## src/rtl/instr_sequencer.sv

```systemverilog
// instr_sequencer: major-state controller for the PDP-8 instruction cycle.
// Walks FETCH -> DECODE -> (DEFER) -> EXEC/EXEC2/JUMP -> NEXT, drives the
// program-counter strobes and handshakes each memory access on MEMDONE.
// NEXT is not a state of its own: it is a registered sub-step flag that
// rides on the FETCH encoding, so it reports STATE=2.
module instr_sequencer (
    input  logic       CLK,
    input  logic       RESET,
    input  logic       START,
    input  logic       STOP,
    input  logic       LOADADDR,
    input  logic [2:0] OPCODE,
    input  logic       IND,
    input  logic       SKIP,
    input  logic       MEMDONE,
    output logic       PC_CLR,
    output logic       PC_LD,
    output logic [1:0] PC_SRC,
    output logic       PC_INC,
    output logic       PC_LATCH1,
    output logic       PC_LATCH2,
    output logic       ADDR_SEL,
    output logic       MEMREQ,
    output logic       MEMWR,
    output logic       IR_LD,
    output logic       RUNNING,
    output logic [2:0] STATE
);

    typedef enum logic [2:0] {
        S_CLEAR  = 3'd0,
        S_HALT   = 3'd1,
        S_FETCH  = 3'd2,
        S_DECODE = 3'd3,
        S_DEFER  = 3'd4,
        S_EXEC   = 3'd5,
        S_EXEC2  = 3'd6,
        S_JUMP   = 3'd7
    } state_t;

    localparam logic [2:0] OP_ISZ = 3'd2;
    localparam logic [2:0] OP_DCA = 3'd3;
    localparam logic [2:0] OP_JMS = 3'd4;
    localparam logic [2:0] OP_JMP = 3'd5;

    state_t r_state;
    logic   r_next;       // NEXT sub-step active (r_state holds S_FETCH)
    logic   r_stop;       // halt requested, honoured at the end of the instruction
    logic   r_skip;       // skip condition captured during the instruction
    logic   r_exec_wait;  // already spent at least one cycle in EXEC

    state_t w_state_nxt;
    logic   w_next_nxt;
    logic   w_stop_nxt;
    logic   w_skip_nxt;
    logic   w_exec_wait_nxt;

    // State register and control flags; synchronous reset to CLEAR.
    always_ff @(posedge CLK) begin
        // NOTE: every register here uses <= so all flops sample the same
        // pre-edge values; a blocking = would leak updates between them.
        if (RESET) begin
            r_state     <= S_CLEAR;
            r_next      <= 1'b0;
            r_stop      <= 1'b0;
            r_skip      <= 1'b0;
            r_exec_wait <= 1'b0;
        end else begin
            r_state     <= w_state_nxt;
            r_next      <= w_next_nxt;
            r_stop      <= w_stop_nxt;
            r_skip      <= w_skip_nxt;
            r_exec_wait <= w_exec_wait_nxt;
        end
    end

    // Next-state, flag updates and strobe decode from state and MEMDONE.
    always_comb begin
        // NOTE: every output and next value gets a default before the case;
        // any path that skipped an assignment would otherwise infer a latch.
        w_state_nxt     = r_state;
        w_next_nxt      = 1'b0;
        w_stop_nxt      = r_stop;
        w_skip_nxt      = r_skip;
        w_exec_wait_nxt = 1'b0;
        PC_CLR          = 1'b0;
        PC_LD           = 1'b0;
        PC_SRC          = 2'b00;
        PC_INC          = 1'b0;
        PC_LATCH1       = 1'b0;
        PC_LATCH2       = 1'b0;
        ADDR_SEL        = 1'b0;
        MEMREQ          = 1'b0;
        MEMWR           = 1'b0;
        IR_LD           = 1'b0;
        STATE           = r_state;
        RUNNING         = (r_state != S_CLEAR) && (r_state != S_HALT);

        if (RUNNING && STOP) begin
            w_stop_nxt = 1'b1;
        end

        if (r_next) begin
            // End of instruction: apply a pending skip, then halt or refetch.
            PC_INC     = r_skip;
            w_skip_nxt = 1'b0;
            if (r_stop) begin
                w_state_nxt = S_HALT;
                w_stop_nxt  = 1'b0;
            end else begin
                w_state_nxt = S_FETCH;
            end
        end else begin
            case (r_state)
                S_CLEAR: begin
                    PC_CLR      = 1'b1;
                    w_state_nxt = S_HALT;
                end
                S_HALT: begin
                    if (LOADADDR) begin
                        PC_LD  = 1'b1;
                        PC_SRC = 2'b00;
                    end else if (START) begin
                        w_state_nxt = S_FETCH;
                        w_stop_nxt  = 1'b0;
                    end
                end
                S_FETCH: begin
                    MEMREQ    = 1'b1;
                    PC_LATCH1 = 1'b1;
                    if (MEMDONE) begin
                        IR_LD       = 1'b1;
                        PC_INC      = 1'b1;
                        w_state_nxt = S_DECODE;
                    end
                end
                S_DECODE: begin
                    if (IND && (OPCODE <= OP_JMP)) begin
                        w_state_nxt = S_DEFER;
                    end else if (OPCODE == OP_JMP) begin
                        w_state_nxt = S_JUMP;
                    end else begin
                        w_state_nxt = S_EXEC;
                    end
                end
                S_DEFER: begin
                    MEMREQ   = 1'b1;
                    ADDR_SEL = 1'b1;
                    if (MEMDONE) begin
                        w_state_nxt = (OPCODE == OP_JMP) ? S_JUMP : S_EXEC;
                    end
                end
                S_EXEC: begin
                    if (OPCODE <= OP_JMS) begin
                        // Memory-reference operate phase: one read or write at EA.
                        MEMREQ    = 1'b1;
                        ADDR_SEL  = 1'b1;
                        MEMWR     = (OPCODE == OP_DCA) || (OPCODE == OP_JMS);
                        PC_LATCH2 = (OPCODE == OP_JMS) && !r_exec_wait;
                        if (MEMDONE) begin
                            if (OPCODE == OP_ISZ) begin
                                w_state_nxt = S_EXEC2;
                            end else if (OPCODE == OP_JMS) begin
                                w_state_nxt = S_JUMP;
                            end else begin
                                w_state_nxt = S_FETCH;
                                w_next_nxt  = 1'b1;
                            end
                        end else begin
                            w_exec_wait_nxt = 1'b1;
                        end
                    end else begin
                        // IOT / OPR: no memory traffic, just capture the skip.
                        w_skip_nxt  = SKIP;
                        w_state_nxt = S_FETCH;
                        w_next_nxt  = 1'b1;
                    end
                end
                S_EXEC2: begin
                    MEMREQ   = 1'b1;
                    MEMWR    = 1'b1;
                    ADDR_SEL = 1'b1;
                    if (MEMDONE) begin
                        w_skip_nxt  = SKIP;
                        w_state_nxt = S_FETCH;
                        w_next_nxt  = 1'b1;
                    end
                end
                S_JUMP: begin
                    PC_LD       = 1'b1;
                    PC_SRC      = (OPCODE == OP_JMS) ? 2'b10 : 2'b01;
                    w_state_nxt = S_FETCH;
                    w_next_nxt  = 1'b1;
                end
                default: begin
                    w_state_nxt = S_CLEAR;
                end
            endcase
        end
    end

endmodule

```

## config.mk

```make
export PLATFORM = sky130hd
export DESIGN_NAME = instr_sequencer
export DESIGN_NICKNAME = d
export VERILOG_FILES = /design/src/rtl/instr_sequencer.sv
export SDC_FILE = /design/constraint.sdc
export NUM_CORES = 1
export LEC_CHECK = 0
export CORE_MARGIN = 3
export CORE_UTILIZATION = 37
export CTS_CLUSTER_SIZE = 20
export DETAILED_ROUTE_END_ITERATION = 6
export HOLD_SLACK_MARGIN = 0.06
export PLACE_DENSITY = 0.74
export SKIP_CTS_REPAIR_TIMING = 1
export SYNTH_ARGS = -nofsm -noshare
export SYNTH_HDL_FRONTEND = slang
export SYNTH_SLANG_ARGS = --single-unit
```

## constraint.sdc

```tcl
create_clock -name CLK -period 1.3 [get_ports CLK]
set_input_delay 0.13 -clock CLK [delete_from_list [all_inputs] [get_ports CLK]]
set_output_delay 0.13 -clock CLK [all_outputs]
set_load 0.03 [all_outputs]
```

# Word level (Yosys, flattened, before mapping)

Index checks and enable logic that the tools add are counted.

Register bits: 7
Bits in latches: 0
RAM bits: 0
ROM bits: 0
Bits of input ports: 11
Output and inout bits: 15
Logic and storage cells: 98
Memories: 0

$add $sub $neg: 0
Multipliers: 0
Divide/modulo/power cells: 0
Order comparisons: 2
Equality and inequality tests: 20
Shift operators: 0
Mux-type cells: 54
Bitwise gates (word level): 2
Reductions and logical operators: 15

Operators with widths:

| operator                                                                | number |
|---|---|
| 1-bit two-way mux                                                       | 31 |
| 3-bit two-way mux                                                       | 10 |
| 3-bit case mux with 8 select lines                                      | 1 |
| 3-bit == test, second input constant                                    | 6 |
| 3-bit inequality test, second input constant                            | 5 |
| 3-bit by 2-bit == test with 1-bit output, second input constant         | 4 |
| 2-bit two-way mux                                                       | 6 |
| 1-bit case mux with 2 select lines                                      | 5 |
| 3-bit less-or-equal comparator, second input constant                   | 2 |
| 6-bit AND reduction                                                     | 1 |
| 1-bit logical AND                                                       | 4 |
| 2-bit inequality test, second input constant                            | 2 |
| 4-bit inequality test, second input constant                            | 1 |
| 2-bit OR reduction                                                      | 2 |
| 4-bit OR reduction                                                      | 1 |
| 3-bit by 1-bit == test with 1-bit output, second input constant         | 1 |
| 3-bit logical NOT                                                       | 1 |
| 3-bit by 1-bit inequality test with 1-bit output, second input constant | 1 |
| 1-bit case mux with 3 select lines                                      | 1 |
| 3-bit AND reduction                                                     | 1 |
| 3-bit nonzero test                                                      | 1 |
| 3-bit OR reduction                                                      | 1 |
| 1-bit inverter                                                          | 2 |
| 2-bit nonzero test                                                      | 1 |
| other kinds (2)                                                         | 2 |

# Longest topological paths before layout

Gate-level depths: netlist of the first run.

Depth after elaboration: 8
Gate-level depth with buffers: 5
Gate-level depth less buffers: 5

# Worst setup path before layout of the first run

Ideal clock, no wire load.

Path kind: register to output
From: register r_state[1] (netlist: STATE[1])
To: output PC_INC
Data arrival time: 2.026 ns
Data required time: 1.170 ns
Slack: -0.856 ns
Cell stages (with the launch flop): 4
Buffers on the path: 0
Path through: dfxtp_1 nand2b_1 nor4_1 a21o_1

Word-level cells in the longest chain between the ends: 3

RTL lines:

| what                                     | line | text |
|---|---|---|
| from (decl)                              | 46   | `state_t r_state;` |
| from (signal assigned)                   | 69   | `r_state <= w_state_nxt;` |
| 3-bit by 2-bit == test with 1-bit output | 114  | `case (r_state)` |
| 1-bit two-way mux                        | 114  |  |
| 1-bit two-way mux                        | 103  | `if (r_next) begin` |
| to (decl)                                | 19   | `output logic PC_INC,` |

No other way between the ends.

# Worst setup path in the final report of the first run

From: register r_state[0] (netlist: STATE[0])
To: output PC_SRC[1]

Word-level cells in the longest chain between the ends: 3

RTL lines:

| what              | line | text |
|---|---|---|
| 3-bit == test     | 114  |  |
| 2-bit two-way mux | --   |  |
| 2-bit two-way mux | 103  |  |
| to (decl)         | 18   | `output logic [1:0] PC_SRC,` |

No other way between the ends.

==> parameters.txt, run 1 <==
Parameter                              Value

Outcome
  Outcome    complete, but fails checks
  Violations in the final reports    setup timing

Clock tree
  Cts bufs inserted    3
  Clock tree from TritonCTS    done
  Root Buffer    sky130_fd_sc_hd__clkbuf_4
  Maximum buffer depth of the clock tree    2
  Clk sink count    7
  Number of levels the H-tree was split into    1
  Clock-pin slew of the registers on the worst-case setup and hold paths    0.06 ns
  Clk_lat worst skew    approximately 0.26 ns

Routing
  Avg WL per Cell    ~18 um
  Routed vias    930
  DRT Pass-1 Iters    4
  Number of DRC violations after detailed routing    0
  Via density per instance    ~6.0
  Post-route antenna net violation count    0
  Routed wire length    ~2800 um
  Initial detailed-routing violation count    between 40 and 50

Power and ir drop
  Clock share of power    ~24%
  Internal power    about 0.55 mW
  Power per Cell Area    around 680 mW/mm2
  Peak ir drop on the vdd network    0.539 mV
  Net Sw Frac    a little under two fifths
  Leakage    about 0.57 nW
  Net switching power    ~0.32 mW
  Total power of the final layout    between 0.8 and 0.9 mW
  Comb power frac    a little under half
  Part of the power in registers    around 28%

Global routing
  GRT Total Usage    20.8%
  Remaining global-route overflow    0
  Initial antenna violation count    0
  Number of global-route vias before repair    between 700 and 800
  First-pass GRT wire length    3240 um
  Largest net degree at the start of global routing    15

Yosys
  Synth Area in Compound Gates    between 20% and 30%
  Multiplexer fraction of the synthesized cell area    between 1.5 and 2%
  Count of warnings emitted by yosys    0
  Cell count after synthesis    86
  Number of nets in the synthesized netlist    between 90 and 100
  Library cells used by synthesis    32
  Xor/xnor share of the synthesized area    between 1 and 1.5%
  Share of the yosys chip area belonging to registers    23.0%
  Syn_area_per_cell    a little over 7 um2
  Fraction of the mapped netlist area in adder cells    0%
  Area fraction in and, or, nand and nor cells after synthesis    37.4%
  Main combinational cell family by area after synthesis    simple AND/OR/NAND/NOR gates
  Combined area of all synthesized cells    a little over 600 um2
  Post-synthesis sequential element count    7

Cells and area
  Layout overhead on the synthesized area    111%
  Number of diodes added for antenna fixing    0
  Proportion of layout cells with a drive suffix above 1    between 50% and 60%
  Number of fill cells    95
  Number of nets in the finished design    150

STA
  Slew at the pin with the worst max-slew slack    0.329 ns
  Hold WS    0.402 ns
  Final Max Slew Viols    0
  Post-route clock skew    0.00390 ns
  Worst Setup Slack, final    -0.188 ns
  Setup repair after global routing missed its margin    true
  Post-layout minimum cycle time    1.49 ns
  Maximum clock frequency    about 0.67 GHz
  Final critical-path share of the clock period    114%
  Setup Viol. Count Final    13
  Max-slew headroom    between 70% and 80%
  Number of hold violations in the final report    0

Floorplanning
  Number of core rows    14
  Width of the die    around 47 um
  Starting utilization of the core area    between 30% and 40%
  CORE AREA    between 0.0015 and 0.002 mm2
  DIE HEIGHT    about 47 um
  Die area    about 0.0022 mm2
  IO Count    26

Setup path
  Worst Setup Start Kind    flip-flop
  Maximum fanout encountered on the critical timing path    6
  Arrival @ worst endpoint    around 1.4 ns
  Endpoint type of the worst setup path    primary output
  Data required time of the worst path    1.17 ns
  Start-to-end type of the worst setup path    reg2out

Placed design
  Port buffer count    25
  Final estimated routing congestion in global placement    roughly 0.82
  Placed wire-length estimate after detailed placement    1580 um

Min path
  Type of the tightest min-delay check    in2reg

Flow run
  Count of maximum capacitance violations    0
## cell usage in the layout (no fill, tap or decap), types with 2 or more instances in the layout
cell type                         netlist  routed
sky130_fd_sc_hd__nand2_1                8       7
sky130_fd_sc_hd__o21a_1                 3       3
sky130_fd_sc_hd__nor3_1                 8       2
sky130_fd_sc_hd__inv_1                  4       3
sky130_fd_sc_hd__dfxtp_1                7       3
sky130_fd_sc_hd__dfxtp_4                0       3
sky130_fd_sc_hd__or3_1                  2       2
sky130_fd_sc_hd__buf_6                  1      13
sky130_fd_sc_hd__buf_4                  1      29
sky130_fd_sc_hd__nor2b_4                0       2
sky130_fd_sc_hd__nor2_1                 4       2
sky130_fd_sc_hd__nor3_2                 0       2
sky130_fd_sc_hd__nand2b_1               5       4
sky130_fd_sc_hd__dlymetal6s2s_1         0       3
sky130_fd_sc_hd__nor3_4                 0       4
sky130_fd_sc_hd__clkdlybuf4s50_1        0       7
sky130_fd_sc_hd__a21oi_1                8       6
sky130_fd_sc_hd__o21ai_0                5       4
sky130_fd_sc_hd__a211oi_2               0       2
sky130_fd_sc_hd__clkbuf_4               0       3
## state kept, by name (all words and copies together), names as in the netlist
register,flops
r_next,1
STATE,3
r_stop,1
r_exec_wait,1
r_skip,1
## critical path: stages (launching register included)
cell and delay [ns]:
sky130_fd_sc_hd__dfxtp_4 0.38, sky130_fd_sc_hd__buf_4 0.14, sky130_fd_sc_hd__nand2b_1 0.11, sky130_fd_sc_hd__buf_6 0.16, sky130_fd_sc_hd__nor3_4 0.16, sky130_fd_sc_hd__buf_6 0.15
## cell usage after synthesis (all sizes together)
| cell type | instances | area (um2) |
|---|---|---|
| a211oi | 3 | 22.5 |
| a21boi | 1 | 7.51 |
| a21o | 1 | 7.51 |
| a21oi | 8 | 40.0 |
| a2bb2o | 1 | 10.0 |
| a311oi | 2 | 17.5 |
| a31o | 1 | 8.76 |
| a41o | 1 | 10.0 |
| and3 | 1 | 6.26 |
| buf | 3 | 23.8 |
| clkbuf | 3 | 11.3 |
| dfxtp | 7 | 140 |
| inv | 4 | 15.0 |
| mux2 | 1 | 11.3 |
| nand2 | 8 | 30.0 |
| nand2b | 5 | 31.3 |
| nand3 | 1 | 5.00 |
| nand3b | 1 | 7.51 |
| nand4bb | 1 | 11.3 |
| nor2 | 4 | 15.0 |
| nor2b | 4 | 25.0 |
| nor3 | 8 | 40.0 |
| nor3b | 2 | 15.0 |
| nor4 | 2 | 12.5 |
| o21a | 3 | 22.5 |
| o21ai | 5 | 25.0 |
| or3 | 2 | 12.5 |
| or3b | 1 | 8.76 |
| or4 | 1 | 7.51 |
| xnor2 | 1 | 8.76 |
## power by group through the flow
stage | clock, mW | sequential, mW | combinational (mW)
global route | 0.220 | 0.244 | 0.442
finish | 0.213 | 0.243 | 0.419
CTS | 0.209 | 0.246 | 0.322
global placement | 0 | 0.250 | 0.315
floorplan | 0 | 0.248 | 0.186
detailed placement | 0 | 0.250 | 0.320
## worst paths after layout
check             from     endpoint  slack [ns]  depth (start not counted)
max           STATE[0]    PC_SRC[1]       -0.19                          5
min          OPCODE[0]  r_exec_wait        0.40                          4
max reg2reg   STATE[0]     STATE[1]       -0.08                          6
min reg2reg     r_stop     STATE[0]        0.52                          2
## through the flow
step | util [%] | instance area (um2) | worst slack [ns] | cells | TNS (ns)
global placement | 70.0 | 1070 | -0.430 | 140 | -3.22
detailed placement | 70.0 | 1070 | -0.470 | 140 | -3.56
finish | 84.6 | 1290 | -0.188 | 154 | -1.59
CTS | 71.8 | 1090 | -0.478 | 144 | -3.58
global route | 84.6 | 1290 | -0.245 | 154 | -2.31
floorplan | - | 732 | -0.186 | 86 | -0.396
## routing by layer
metal | vias up | share of wire (%) | GRT usage (%)
li1 | 424 | - | -
met5 | - | 0 | 0
met3 | 16 | 9.1 | 3.52
met1 | 427 | 37 | 25.7
met2 | 63 | 50 | 35.2
met4 | 0 | 3.6 | 7.95
## kinds of logic after synthesis
group	after synthesis
AND/OR/NAND/NOR	41
AO/OA/AOI/OAI	26
buffers and inverters	10
flip-flops	7
XOR/XNOR	1
multiplexers	1
## final cells by class
cell class	count	area, um2	area share [%]
Clock buffer	4	26.3	2.04
Inverter	4	15.0	1.17
Multi-Input combinational cell	69	578	44.9
Sequential cell	7	153	11.8
Tap cell	16	20.0	1.55
Timing Repair Buffer	54	497	38.5
(Power assumes the default switching activity.)
==> inputs of run 2 (changes only) <==
Settings changed: CORE_UTILIZATION 37 to 40, DONT_BUFFER_PORTS from default to 1, PLACE_DENSITY 0.74 to 0.56.
==> run 2 against run 1 <==
Net effect:
- the flow still finishes with violations (setup timing)
- total power decreased by 4.1%
- combinational power decreased by 7.4%
- non-clock buffer count decreased by 18
- critical path depth decreased by 1
- clock power about the same
- final cell count decreased by 12%
- first-iteration DRC count increased by 22%
- largest power group unchanged
- highest routed layer unchanged
==> parameters.txt, run 2 (synthesized netlist as in run 1, its figures left out) <==
Parameter                              Value

Cells and area
  Fin area    0.00120 mm2 (-6.6%)
  Layout overhead on the synthesized area    97.5%
  Core occupancy in the finished layout    88.1% (+3.5 points)
  Commonest cells after routing, fill and taps aside    sky130_fd_sc_hd__buf_4 (16), sky130_fd_sc_hd__buf_6 (11), sky130_fd_sc_hd__nand2_1 (6)
  Number of diodes added for antenna fixing    0 (unchanged)
  Proportion of layout cells with a drive suffix above 1    54.2% (-0.91 points)
  Number of flip-flops under the largest register name    3 (unchanged)
  Number of nets in the finished design    132 (-12%)
  Most common cell after layout, fill and taps aside    sky130_fd_sc_hd__buf_4

Clock tree
  Clock-pin slew of the registers on the worst-case setup and hold paths    0.06 ns (about the same)
  Clock tree from TritonCTS    done
  Root Buffer    sky130_fd_sc_hd__clkbuf_4
  Number of levels the H-tree was split into    1 (unchanged)
  Clk_lat worst skew    0.26 ns (about the same)
  Maximum buffer depth of the clock tree    2 (unchanged)
  Cts bufs inserted    3 (unchanged)
  Clk sink count    7 (unchanged)

Placed design
  Placed Area    881 um2 (-17%)
  Place WS    0.0427 ns (+0.512 ns)
  Port buffer count    0 (-100%)
  Placed wire-length estimate after detailed placement    1420 um (-10%)
  Final estimated routing congestion in global placement    0.809 (-1.4%)

Min path
  Type of the tightest min-delay check    in2reg

Global routing
  Global routing met3 resource utilization    7.57% (+4.1 points)
  Largest net degree at the start of global routing    15 (unchanged)
  Remaining global-route overflow    0 (unchanged)
  GR Util met1    24.5% (-1.3 points)
  Number of global-route vias before repair    652 (-13%)
  First-pass GRT wire length    2930 um (-9.8%)
  Initial antenna violation count    0 (unchanged)
  GRT Total Usage    19.5% (-1.2 points)
  Most used routing layer    met2
  GRT met2 Usage    32.8% (-2.4 points)

Setup path
  Delay of the slowest cell on the worst path    0.39 ns (about the same)
  Top Family by Delay on Critical Path    flip-flops
  Arrival @ worst endpoint    1.32 ns (-0.04 ns)
  Start-to-end type of the worst setup path    reg2out
  Data required time of the worst path    1.17 ns (about the same)
  Critical path cell sequence    nor2_2 > buf_4 > nand2_1 > a21oi_4
  Maximum fanout encountered on the critical timing path    6 (unchanged)
  Worst-path cell with the longest stage delay    sky130_fd_sc_hd__dfxtp_4
  Worst Setup Start Kind    flip-flop
  Number of buffer and inverter stages on the critical path    1 (-2)
  Endpoint type of the worst setup path    primary output

STA
  Setup Viol. Count Final    14 (+1)
  Final critical-path share of the clock period    112% (-2.9 points)
  Post-route clock skew    0.00244 ns (-0.00146 ns)
  Worst Setup Slack, final    -0.150 ns (+0.0381 ns)
  Max-slew headroom    78.2% (+0.17 points)
  Final Max Slew Viols    0 (unchanged)
  Number of hold violations in the final report    0 (unchanged)
  Post-layout minimum cycle time    1.45 ns (-0.0381 ns)
  Setup_tns    -1.17 ns (+0.420 ns)
  Setup repair after global routing missed its margin    true
  Maximum clock frequency    0.690 GHz (+2.6%)
  Slew at the pin with the worst max-slew slack    0.326 ns (-0.00324 ns)

Routing
  Initial detailed-routing violation count    55 (+22%)
  Avg WL per Cell    21.0 um (+17%)
  Via density per instance    6.47 (+7.2%)
  Number of DRC violations after detailed routing    0 (unchanged)
  Routed wire length    2840 um (+2.2%)
  DRT Pass-1 Iters    7 (+3)
  Routed vias    874 (-6.0%)
  Post-route antenna net violation count    0 (unchanged)

Floorplanning
  Starting utilization of the core area    44.6% (+4.6 points)
  Die area    0.00203 mm2 (-6.5%)
  Width of the die    45.0 um (-3.3%)
  Number of core rows    13 (-1)
  CORE AREA    0.00137 mm2 (-10%)
  IO Count    26 (unchanged)
  DIE HEIGHT    45.0 um (-3.3%)

Power and ir drop
  Power per Cell Area    697 mW/mm2 (+2.7%)
  Peak ir drop on the vdd network    0.611 mV (+13%)
  Leakage    0.492 nW (-14%)
  Total power of the final layout    0.839 mW (-4.1%)

Outcome
  Violations in the final reports    setup timing
  Outcome    complete, but fails checks

Flow run
  Count of maximum capacitance violations    0 (unchanged)
-- run 2: cell types whose count changed in the layout (fill, tap and decap cells not counted), moves of 2 or more --
cell | previous run | this run
sky130_fd_sc_hd__buf_12 | 1 | 4
sky130_fd_sc_hd__a211oi_2 | 2 | 0
sky130_fd_sc_hd__clkdlybuf4s50_1 | 7 | 0
sky130_fd_sc_hd__buf_6 | 13 | 11
sky130_fd_sc_hd__a211oi_1 | 1 | 3
sky130_fd_sc_hd__buf_4 | 29 | 16
sky130_fd_sc_hd__dlymetal6s2s_1 | 3 | 1
sky130_fd_sc_hd__dlygate4sd3_1 | 0 | 3
-- run 2: layout make-up --
cell class                      instances  area (um2)
Tap cell                               15        18.8
Inverter                                4        15.0
Fill cell                              69         163
Multi-Input combinational cell         69         607
Clock buffer                            4        26.3
Sequential cell                         7         155
Timing Repair Buffer                   36         382
-- run 2: stage by stage --
step	instances	hold WS [ns]
3_5_place_dp	116	0.192
2_1_floorplan	86	0.189
6_report	135	0.0965
4_1_cts	120	-0.0737
5_1_grt	135	0.0945
3_3_place_gp	116	0.202
-- run 2: path summary, 6_finish.rpt --
kind              startpoint        to  slack [ns]  depth (start not counted)
setup / recovery    STATE[1]     PC_LD       -0.15                          4
hold / removal         RESET  STATE[2]         0.1                          2
setup reg to reg    STATE[0]  STATE[0]       -0.08                          6
hold reg to reg       r_stop  STATE[0]        0.54                          2
-- run 2: report_power, final --
group          internal (mW)  switching [mW]  leakage (nW)
Combinational          0.190           0.198         0.418
Sequential             0.220          0.0196        0.0597
Clock                  0.118          0.0931        0.0150
Total                  0.528           0.310         0.492
-- run 2: layer usage --
layer	vias up	routed length [um]
met3	18	292
met4	0	111
met2	65	1420
met5	-	0
li1	385	-
met1	406	1020
==> inputs of run 3 (changes only) <==
Settings changed: CAP_MARGIN from default to 20, CORE_UTILIZATION 40 to 44, PLACE_DENSITY 0.56 to 0.61.
==> run 3 against run 2 <==
Net effect:
- the flow still finishes with violations (setup timing)
- die area is 7.9% lower
- combinational power is 5.7% lower
- maximum frequency is 1.4% lower
- core utilization is 6.4 points higher
- clock power is 6% higher
==> parameters.txt, run 3 (synthesized netlist as in run 1, its figures left out) <==
Parameter                              Value

Outcome
  Outcome    complete, but fails checks
  Violations in the final reports    setup timing

Floorplanning
  Number of core rows    12 (-1)
  DIE HEIGHT    43.2 um (-4.0%)
  CORE AREA    0.00120 mm2 (-12%)
  Starting utilization of the core area    50.7% (+6.1 points)
  IO Count    26 (unchanged)
  Die area    0.00187 mm2 (-7.9%)
  Width of the die    43.2 um (-4.0%)

Power and ir drop
  Clock share of power    27.0% (+1.8 points)
  Peak ir drop on the vdd network    0.565 mV (-7.4%)
  Total power of the final layout    0.827 mW (-1.3%)
  Power per Cell Area    729 mW/mm2 (+4.6%)
  Net switching power    0.317 mW (+2.2%)
  Comb power frac    44.2% (-2.1 points)
  Leakage    0.471 nW (-4.4%)
  Part of the power in registers    28.7% (about the same)
  Internal power    0.510 mW (-3.4%)
  Net Sw Frac    38.3% (+1.3 points)

Cells and area
  Number of nets in the finished design    130 (-1.5%)
  Number of fill cells    36 (-48%)
  Commonest cells after routing, fill and taps aside    sky130_fd_sc_hd__buf_4 (15), sky130_fd_sc_hd__buf_6 (12), sky130_fd_sc_hd__nand2_1 (6), sky130_fd_sc_hd__a21oi_1 (6)
  Layout overhead on the synthesized area    86.2%
  Proportion of layout cells with a drive suffix above 1    53.4% (-0.78 points)
  Most common cell after layout, fill and taps aside    sky130_fd_sc_hd__buf_4
  Number of flip-flops under the largest register name    3 (unchanged)
  Number of diodes added for antenna fixing    0 (unchanged)
  Core occupancy in the finished layout    94.5% (+6.4 points)

Clock tree
  Clk_lat worst skew    0.27 ns (about the same)
  Maximum buffer depth of the clock tree    2 (unchanged)
  Root Buffer    sky130_fd_sc_hd__clkbuf_4
  Number of levels the H-tree was split into    1 (unchanged)
  Clock-pin slew of the registers on the worst-case setup and hold paths    0.06 ns (about the same)
  Cts bufs inserted    3 (unchanged)
  Clock tree from TritonCTS    done
  Clk sink count    7 (unchanged)

STA
  Setup Viol. Count Final    16 (+2)
  Setup_tns    -1.64 ns (-0.471 ns)
  Post-layout minimum cycle time    1.47 ns (+0.0203 ns)
  Hold WS    0.0708 ns (-0.0257 ns)
  Worst Setup Slack, final    -0.170 ns (-0.0203 ns)
  Maximum clock frequency    0.680 GHz (-1.4%)
  Max-slew headroom    79.9% (+1.7 points)
  Setup repair after global routing missed its margin    true
  Slew at the pin with the worst max-slew slack    0.299 ns (-0.0270 ns)
  Final critical-path share of the clock period    113% (+1.6 points)
  Number of hold violations in the final report    0 (unchanged)
  Final Max Slew Viols    0 (unchanged)
  Post-route clock skew    0.00222 ns (-0.000221 ns)

Global routing
  First-pass GRT wire length    3030 um (+3.6%)
  Initial antenna violation count    0 (unchanged)
  Remaining global-route overflow    0 (unchanged)
  GRT Total Usage    21.8% (+2.3 points)
  Number of global-route vias before repair    684 (+4.9%)
  Largest net degree at the start of global routing    15 (unchanged)

Setup path
  Arrival @ worst endpoint    1.66 ns (+0.34 ns)
  Start-to-end type of the worst setup path    reg2reg
  Endpoint type of the worst setup path    flip-flop
  Maximum fanout encountered on the critical timing path    6 (unchanged)
  Data required time of the worst path    1.49 ns (+0.32 ns)
  Worst Setup Start Kind    flip-flop

Placed design
  Port buffer count    0 (unchanged)
  Placed wire-length estimate after detailed placement    1510 um (+6.4%)
  Final estimated routing congestion in global placement    0.829 (+2.5%)

Routing
  Avg WL per Cell    21.1 um (+0.18%)
  Via density per instance    6.72 (+3.8%)
  Routed wire length    2780 um (-2.0%)
  Post-route antenna net violation count    0 (unchanged)
  Initial detailed-routing violation count    67 (+22%)
  DRT Pass-1 Iters    7 (unchanged)
  Number of DRC violations after detailed routing    0 (unchanged)
  Routed vias    887 (+1.5%)

Flow run
  Count of maximum capacitance violations    0 (unchanged)

Min path
  Type of the tightest min-delay check    in2reg
-- run 3: changes by cell type in the layout (fill, tap and decap cells not counted), moves of 2 or more --
cell and delta:
sky130_fd_sc_hd__nand2_4 +2, sky130_fd_sc_hd__nor2b_4 -2, sky130_fd_sc_hd__buf_12 -2, sky130_fd_sc_hd__buf_2 +2, sky130_fd_sc_hd__nor3_2 +2, sky130_fd_sc_hd__nor2_2 -2
-- run 3: area by class of cell --
type | instances | area (um2) | share of cell area [%]
clock buffers | 4 | 26.3 | 2.32
inverters | 4 | 15.0 | 1.32
well taps | 14 | 17.5 | 1.54
flip-flops and latches | 7 | 155 | 13.7
repair buffers | 34 | 328 | 28.9
multi-input cells | 69 | 593 | 52.3
-- run 3: per-layer routing --
| layer | vias to the layer above | track usage [%] | part of all wire [%] |
|---|---|---|---|
| met5 | - | 0 | 0 |
| met4 | 0 | 10.8 | 2.4 |
| met3 | 10 | 7.63 | 13 |
| met2 | 84 | 32.7 | 49 |
| met1 | 417 | 27.1 | 36 |
| li1 | 376 | - | - |
-- run 3: worst paths after layout --
path | startpoint | depth (start not counted) | to | slack (ns)
hold / removal | RESET | 2 | STATE[2] | 0.07
setup / recovery | STATE[0] | 6 | STATE[0] | -0.17
hold reg to reg | r_stop | 2 | STATE[0] | 0.55
setup reg to reg | STATE[0] | 6 | STATE[0] | -0.17
-- run 3: per-stage QoR --
step / setup WS (ns) / instances / instance area (um2)
after global routing: -0.184 / 132 / 1130
final: -0.170 / 132 / 1130
after CTS: -0.227 / 121 / 921
after detailed placement: 0.0119 / 117 / 895
after floorplan: -0.186 / 86 / 732
after global placement: 0.0550 / 117 / 895
-- run 3: power groups by stage --
stage / clock network, mW / logic (mW) / registers [mW]
global placement: 0 / 0.260 / 0.246
CTS: 0.216 / 0.264 / 0.243
global route: 0.229 / 0.381 / 0.238
floorplan: 0 / 0.186 / 0.248
detailed placement: 0 / 0.263 / 0.247
finish: 0.224 / 0.366 / 0.238
-- run 3: critical path, stage by stage, from the launching register on --
cell and delay, ns:
sky130_fd_sc_hd__dfxtp_4 0.37, sky130_fd_sc_hd__buf_2 0.16, sky130_fd_sc_hd__buf_4 0.16, sky130_fd_sc_hd__o21a_1 0.13
sky130_fd_sc_hd__a211oi_1 0.31, sky130_fd_sc_hd__o21ai_1 0.10, sky130_fd_sc_hd__a21oi_1 0.16
